===== src/rtl/regfile_pkg.sv =====
// Shared defaults and types for the scoreboarded register file.
// Optional same-cycle write bypass is enabled by defining REGFILE_BYPASS_EN.
package regfile_pkg;

  localparam int XLEN_DEF  = 32;
  localparam int NREGS_DEF = 32;
  localparam int AW_DEF    = $clog2(NREGS_DEF);

  typedef logic [XLEN_DEF-1:0] reg_data_t;
  typedef logic [AW_DEF-1:0]   reg_addr_t;

endpackage


===== src/rtl/regfile_scoreboard.sv =====
// Per-register busy bits plus a running count of outstanding reservations.
// The count tracks busy-bit transitions, so it always equals the number of set bits.
module regfile_scoreboard
  import regfile_pkg::*;
#(
  parameter  int NREGS = NREGS_DEF,
  localparam int AW    = $clog2(NREGS)
) (
  input  logic             clk,
  input  logic             rst,
  input  logic             issue_en,
  input  logic [AW-1:0]    issue_rd,
  input  logic             wr_en,
  input  logic [AW-1:0]    wr_addr,
  input  logic             flush,
  output logic [NREGS-1:0] busy,
  output logic [AW:0]      pending_cnt
);

  logic [NREGS-1:0] set_vec;
  logic [NREGS-1:0] clr_vec;
  logic [NREGS-1:0] busy_nxt;
  logic             inc;
  logic             dec;

  for (genvar i = 0; i < NREGS; i++) begin : g_bit
    if (i == 0) begin : g_zero
      assign set_vec[i] = 1'b0;
      assign clr_vec[i] = 1'b0;
    end else begin : g_reg
      assign set_vec[i] = issue_en && (issue_rd == AW'(i));
      assign clr_vec[i] = wr_en && (wr_addr == AW'(i));
    end
  end

  // Set is applied after clear, so a same-cycle issue keeps the register reserved.
  assign busy_nxt = flush ? '0 : ((busy & ~clr_vec) | set_vec);

  // At most one issue and one write per cycle, so each direction moves by one.
  assign inc = |(set_vec & ~busy);
  assign dec = |(clr_vec & busy & ~set_vec);

  always_ff @(posedge clk) begin
    if (rst) begin
      busy        <= '0;
      pending_cnt <= '0;
    end else begin
      busy        <= busy_nxt;
      pending_cnt <= flush ? '0 : (pending_cnt + (AW+1)'(inc) - (AW+1)'(dec));
    end
  end

endmodule


===== src/rtl/regfile_sb.sv =====
// Two-read, one-write register file with a RAW/WAW issue scoreboard.
// Define REGFILE_BYPASS_EN to forward same-cycle writeback data to the read ports.
module regfile_sb
  import regfile_pkg::*;
#(
  parameter  int XLEN  = XLEN_DEF,
  parameter  int NREGS = NREGS_DEF,
  localparam int AW    = $clog2(NREGS)
) (
  input  logic            clk,
  input  logic            rst,
  input  logic [AW-1:0]   rs1_addr,
  input  logic [AW-1:0]   rs2_addr,
  output logic [XLEN-1:0] rs1_data,
  output logic [XLEN-1:0] rs2_data,
  output logic            rs1_busy,
  output logic            rs2_busy,
  input  logic            wr_en,
  input  logic [AW-1:0]   wr_addr,
  input  logic [XLEN-1:0] wr_data,
  input  logic            issue_en,
  input  logic [AW-1:0]   issue_rd,
  output logic            issue_ok,
  input  logic            flush,
  output logic [AW:0]     pending_cnt
);

  logic [XLEN-1:0]  regs [NREGS];
  logic [NREGS-1:0] busy;
  logic             hit1;
  logic             hit2;

  always_ff @(posedge clk) begin
    if (rst) begin
      for (int i = 0; i < NREGS; i++) regs[i] <= '0;
    end else if (wr_en && (wr_addr != '0)) begin
      regs[wr_addr] <= wr_data;
    end
  end

  regfile_scoreboard #(.NREGS(NREGS)) u_sb (
    .clk         (clk),
    .rst         (rst),
    .issue_en    (issue_en),
    .issue_rd    (issue_rd),
    .wr_en       (wr_en),
    .wr_addr     (wr_addr),
    .flush       (flush),
    .busy        (busy),
    .pending_cnt (pending_cnt)
  );

`ifdef REGFILE_BYPASS_EN
  assign hit1 = wr_en && (wr_addr == rs1_addr) && (rs1_addr != '0);
  assign hit2 = wr_en && (wr_addr == rs2_addr) && (rs2_addr != '0);
`else
  assign hit1 = 1'b0;
  assign hit2 = 1'b0;
`endif

  // Reads are masked while rst is high so stale contents never leak out during reset.
  assign rs1_data = (rst || rs1_addr == '0) ? '0 : (hit1 ? wr_data : regs[rs1_addr]);
  assign rs2_data = (rst || rs2_addr == '0) ? '0 : (hit2 ? wr_data : regs[rs2_addr]);
  assign rs1_busy = !rst && !hit1 && (rs1_addr != '0) && busy[rs1_addr];
  assign rs2_busy = !rst && !hit2 && (rs2_addr != '0) && busy[rs2_addr];

  assign issue_ok = !(rs1_busy || rs2_busy || (!rst && busy[issue_rd]));

endmodule


===== config.mk =====
export PLATFORM = sky130hd
export DESIGN_NAME = regfile_sb
export DESIGN_NICKNAME = d
export VERILOG_FILES = /design/src/rtl/regfile_pkg.sv /design/src/rtl/regfile_scoreboard.sv /design/src/rtl/regfile_sb.sv
export SDC_FILE = /design/constraint.sdc
export NUM_CORES = 2
export LEC_CHECK = 0
export ABC_AREA = 0
export BUFFER_PORTS_ARGS = -buffer_cell sky130_fd_sc_hd__buf_4
export CAP_MARGIN = 40
export CORE_AREA = 2 2 487 489
export CTS_CLUSTER_SIZE = 14
export DETAILED_ROUTE_END_ITERATION = 7
export DIE_AREA = 0 0 489 491
export PLACE_DENSITY = 0.38
export SYNTH_ARGS = -nofsm -noshare
export SYNTH_HDL_FRONTEND = slang
export SYNTH_SLANG_ARGS = --single-unit

===== constraint.sdc =====
create_clock -name clk -period 4.4 [get_ports clk]
set_clock_uncertainty 0.15 [all_clocks]
set_input_delay 0.22 -clock clk [delete_from_list [all_inputs] [get_ports clk]]
set_output_delay 0.22 -clock clk [all_outputs]
set_load 0.05 [all_outputs]

==> impl_metrics.yaml <==
worst_setup_path:
  cp_common_cell: "nor2_1"
  cp_data_required_time_ns: 4.91
  r2r_setup_slack_ns: 1.33
  critPathTopFamily: "buffers and inverters"
  crit_type: "in -> reg"
  r2r_cells: 13
  crit_fanout: 14
  crit_cells: 19
  crit_slowest_cell: "dlygate4sd3_1"
  cp-start-kind: "input port"
  end_kind: "flop"
  critical_path_buf_inv_count: 5
  worstPathArrival_ns: 4.47
  worstPathCellList: "dlygate4sd3_1 -> buf_4 -> nor4bb_1 -> dlygate4sd3_1 -> buf_4 -> nand2_1 -> nand4_1 -> nand3_1 -> nor4_1 -> nand2_1 -> ha_1 -> inv_1 -> ha_1 -> fa_1 -> a21oi_1 -> nor2_1 -> nor2_1 -> xor2_1 -> nor2_1"
  slowest_delay_ns: 0.60
timing:
  tns_ns: 0
  fin_crit_ns: 3.953
  clock.fmax_mhz: 252.9
  slew_headroom: 0.3681
  fin_crit_sh: 0.8985
  hold_viol: 0
  holdWs_ns: 0.1803
  rsz0062_at_grt: "no"
  finalMaxSlewViolations: 0
  setup_viol_count_final: 0
  worst_pin_slew_ns: 0.9457
pwr:
  power_mw: 26.67
  irDropWorstVdd_mv: 0.2618
  p_comb_frac: 0.137
  pwr-share-clk: 0.417
  pwr-share-seq: 0.445
  power.switching_mw: 7.354
  power_density_nw_per_um2: 384.3
  p_leak_nw: 24.15
  internal_power_mw: 19.31
  switching_share: 0.2758
floorplanning:
  die_y_um: 491
  die_w_um: 489
  ios: 130
  num_rows: 178
  initial_core_util: 0.2495
  coreArea_um2: 234500
  design.die.area_um2: 240100
finish:
  fillers: 23589
  nets: 4747
  layout-drive-gt1-share: 0.2167
  multiInputGateArea_um2: 25350
  syn_to_final_growth_pct: 18.58
  finish.utilization: 0.2959
  regArea_um2: 31490
grt:
  grt_pass1_wl_um: 344700
  grt_usage: 0.2066
  antenna_found_initial: 34
  grt_max_degree: 71
  grt_pass1_vias: 40917
  grt.overflow.total: 0
detailed_routing:
  drt-met1-wl_um: 112000
  drtIter0Drc: 3686
  dr_wl_met3_um: 13110
  antenna_left: 0
  highest_layer: "met5"
  drcViolationCount: 0
  wl_per_cell_um: 31.67
  wl_um: 252100
  drtPass1Iterations: 6
  viasPerCell: 5.065
  via_count: 40330
  wl_met2_um: 118900
clocking:
  cts_tree: "built"
  cts-htree-levels: 4
  clk_latency_ns: 0.78
  cts_sinks: 1061
  root_buffer: "clkbuf_16"
  cts-resized-gates: 0
  clk_pin_slew_worst_paths_ns: 0.05
  cts_buffers: 136
  clock_path_buffers: 3
synth:
  yosysSeqAreaShare: 0.5381
  synth_commonest_cells: "edfxtp_1 (1024), and2_1 (994), mux2i_1 (397), clkbuf_1 (323), a21oi_1 (296)"
  synthTopCellsByArea: "edfxtp_1 (53%), and2_1 (11%), mux4_2 (10%), mux2i_1 (6.8%), mux2_2 (2.6%)"
  syn_area_um2: 58520
  yosysWarnings: 0
  synth_area_per_cell_um2: 12.91
  yosysMostFrequentCell: "edfxtp_1"
  yosysTopAreaCell: "edfxtp_1"
  synth_top_cell_area_share: 0.5254
  synth_edf_count: 1024
  ys_ff_latch: 1061
  async_flop_share: 0
  synth_cell_type_count: 54
  synth_cells: 4534
  synth_ff_type: "edfxtp_1"
job:
  cap_violations: 0
outcome:
  status: "completed"
placed_design:
  place_congestion: 0.8361
  dp_hpwl_um: 150300
  numPortBuffers: 129
hold_path:
  hp-class: "in -> reg"
  worstHoldPathCells: 6
-- per-layer routing --
layer / up-vias / track usage
met5: - / 0
met1: 21011 / 0.2854
met2: 1451 / 0.3360
li1: 17550 / -
met3: 314 / 0.02514
met4: 4 / 0.06356
-- through the flow --
| stage | std cells | instance area, um2 | setup WS (ns) |
|---|---|---|---|
| final | 7962 | 69390 | 0.4465 |
| after floorplan | 4565 | 58640 | 1.232 |
| after global placement | 7626 | 64300 | 0.5202 |
| after CTS | 7941 | 69340 | 0.6175 |
| after global routing | 7948 | 69360 | 0.2395 |
| after detailed placement | 7630 | 64390 | 0.7163 |
-- flip-flops by register name, summed over array words and instances, names as in the netlist --
signal and count:
u_sb.pending_cnt 6, regs 1024, u_sb.busy 31
-- what timing repair did --
action / in CTS / in global routing
hold buffers: 65 / 0
hold endpoints to repair: 1043 / 0
buffers inserted: 0 / 0
-- cells in the final DEF (no fill, tap or decap), types with 7 or more instances in the layout --
master,synthesis,layout
diode_2,0,21
mux4_2,272,272
nor2_4,0,22
or2_2,31,31
o22ai_1,141,141
dfxtp_1,37,37
dlygate4sd3_1,0,65
buf_4,51,311
bufinv_16,0,10
nor3b_1,64,64
inv_1,13,13
clkinv_2,0,19
o21ai_0,131,131
nor2_1,43,21
clkbuf_16,0,138
nand4_1,40,40
mux2_2,137,137
nor3_2,1,10
nor3_1,79,70
clkbuf_1,323,29
and2_1,994,994
mux2i_1,397,397
a21oi_1,296,295
clkinv_8,0,7
buf_12,0,56
edfxtp_1,1024,1024
conb_1,1,32
nand2_1,108,108
clkinv_1,0,36
o21a_1,65,65
o221ai_1,128,128
-- final timing paths --
kind,from,to
max,issue_rd[3],u_sb.pending_cnt[4]
min,wr_addr[2],u_sb.busy[28]
max reg2reg,u_sb.busy[10],u_sb.pending_cnt[4]
min reg2reg,u_sb.busy[13],u_sb.busy[13]
-- power groups by stage --
stage          sequential [mW]  combinational, mW  clock, mW
2_1_floorplan             12.0               2.10          0
3_3_place_gp              12.1               3.64          0
3_5_place_dp              12.1               3.64          0
4_1_cts                   11.9               3.69       11.4
5_1_grt                   11.9               3.84       11.7
6_report                  11.9               3.66       11.1
-- worst register-to-register path, delay by kind of cell, from the launching register on --
kind | cells | cell delay [ns]
buf+inv | 1 | 0.04
fa+ha+maj | 3 | 0.93
simple gates | 7 | 1.06
xor+xnor | 1 | 0.16
compound gates | 1 | 0.17
flops | 1 | 0.43
-- final cells by class --
cell class,instances,area share
clock buffer,167,0.05133
antenna,21,0.0007573
timing repair buffer,439,0.06073
tap,3150,0.05680
inverter,13,0.0007032
clock inverter,79,0.01066
sequential,1061,0.4538
multi-input combinational,3032,0.3652
-- cell families (layout without fill, tap and decap cells) --
group / Yosys count / in the layout / synth area share
AO/OA/AOI/OAI: 773 / 773 / 0.08069
XOR/XNOR: 5 / 5 / 0.0007484
AND/OR/NAND/NOR: 1409 / 1409 / 0.1445
multiplexers: 806 / 806 / 0.1989
flip-flops: 1061 / 1061 / 0.5381
adder cells (fa/ha/maj): 7 / 7 / 0.001625
other: 1 / 53 / 0.00006408
buffers and inverters: 472 / 698 / 0.03536
Note: power is estimated with default switching activity, not from simulation.
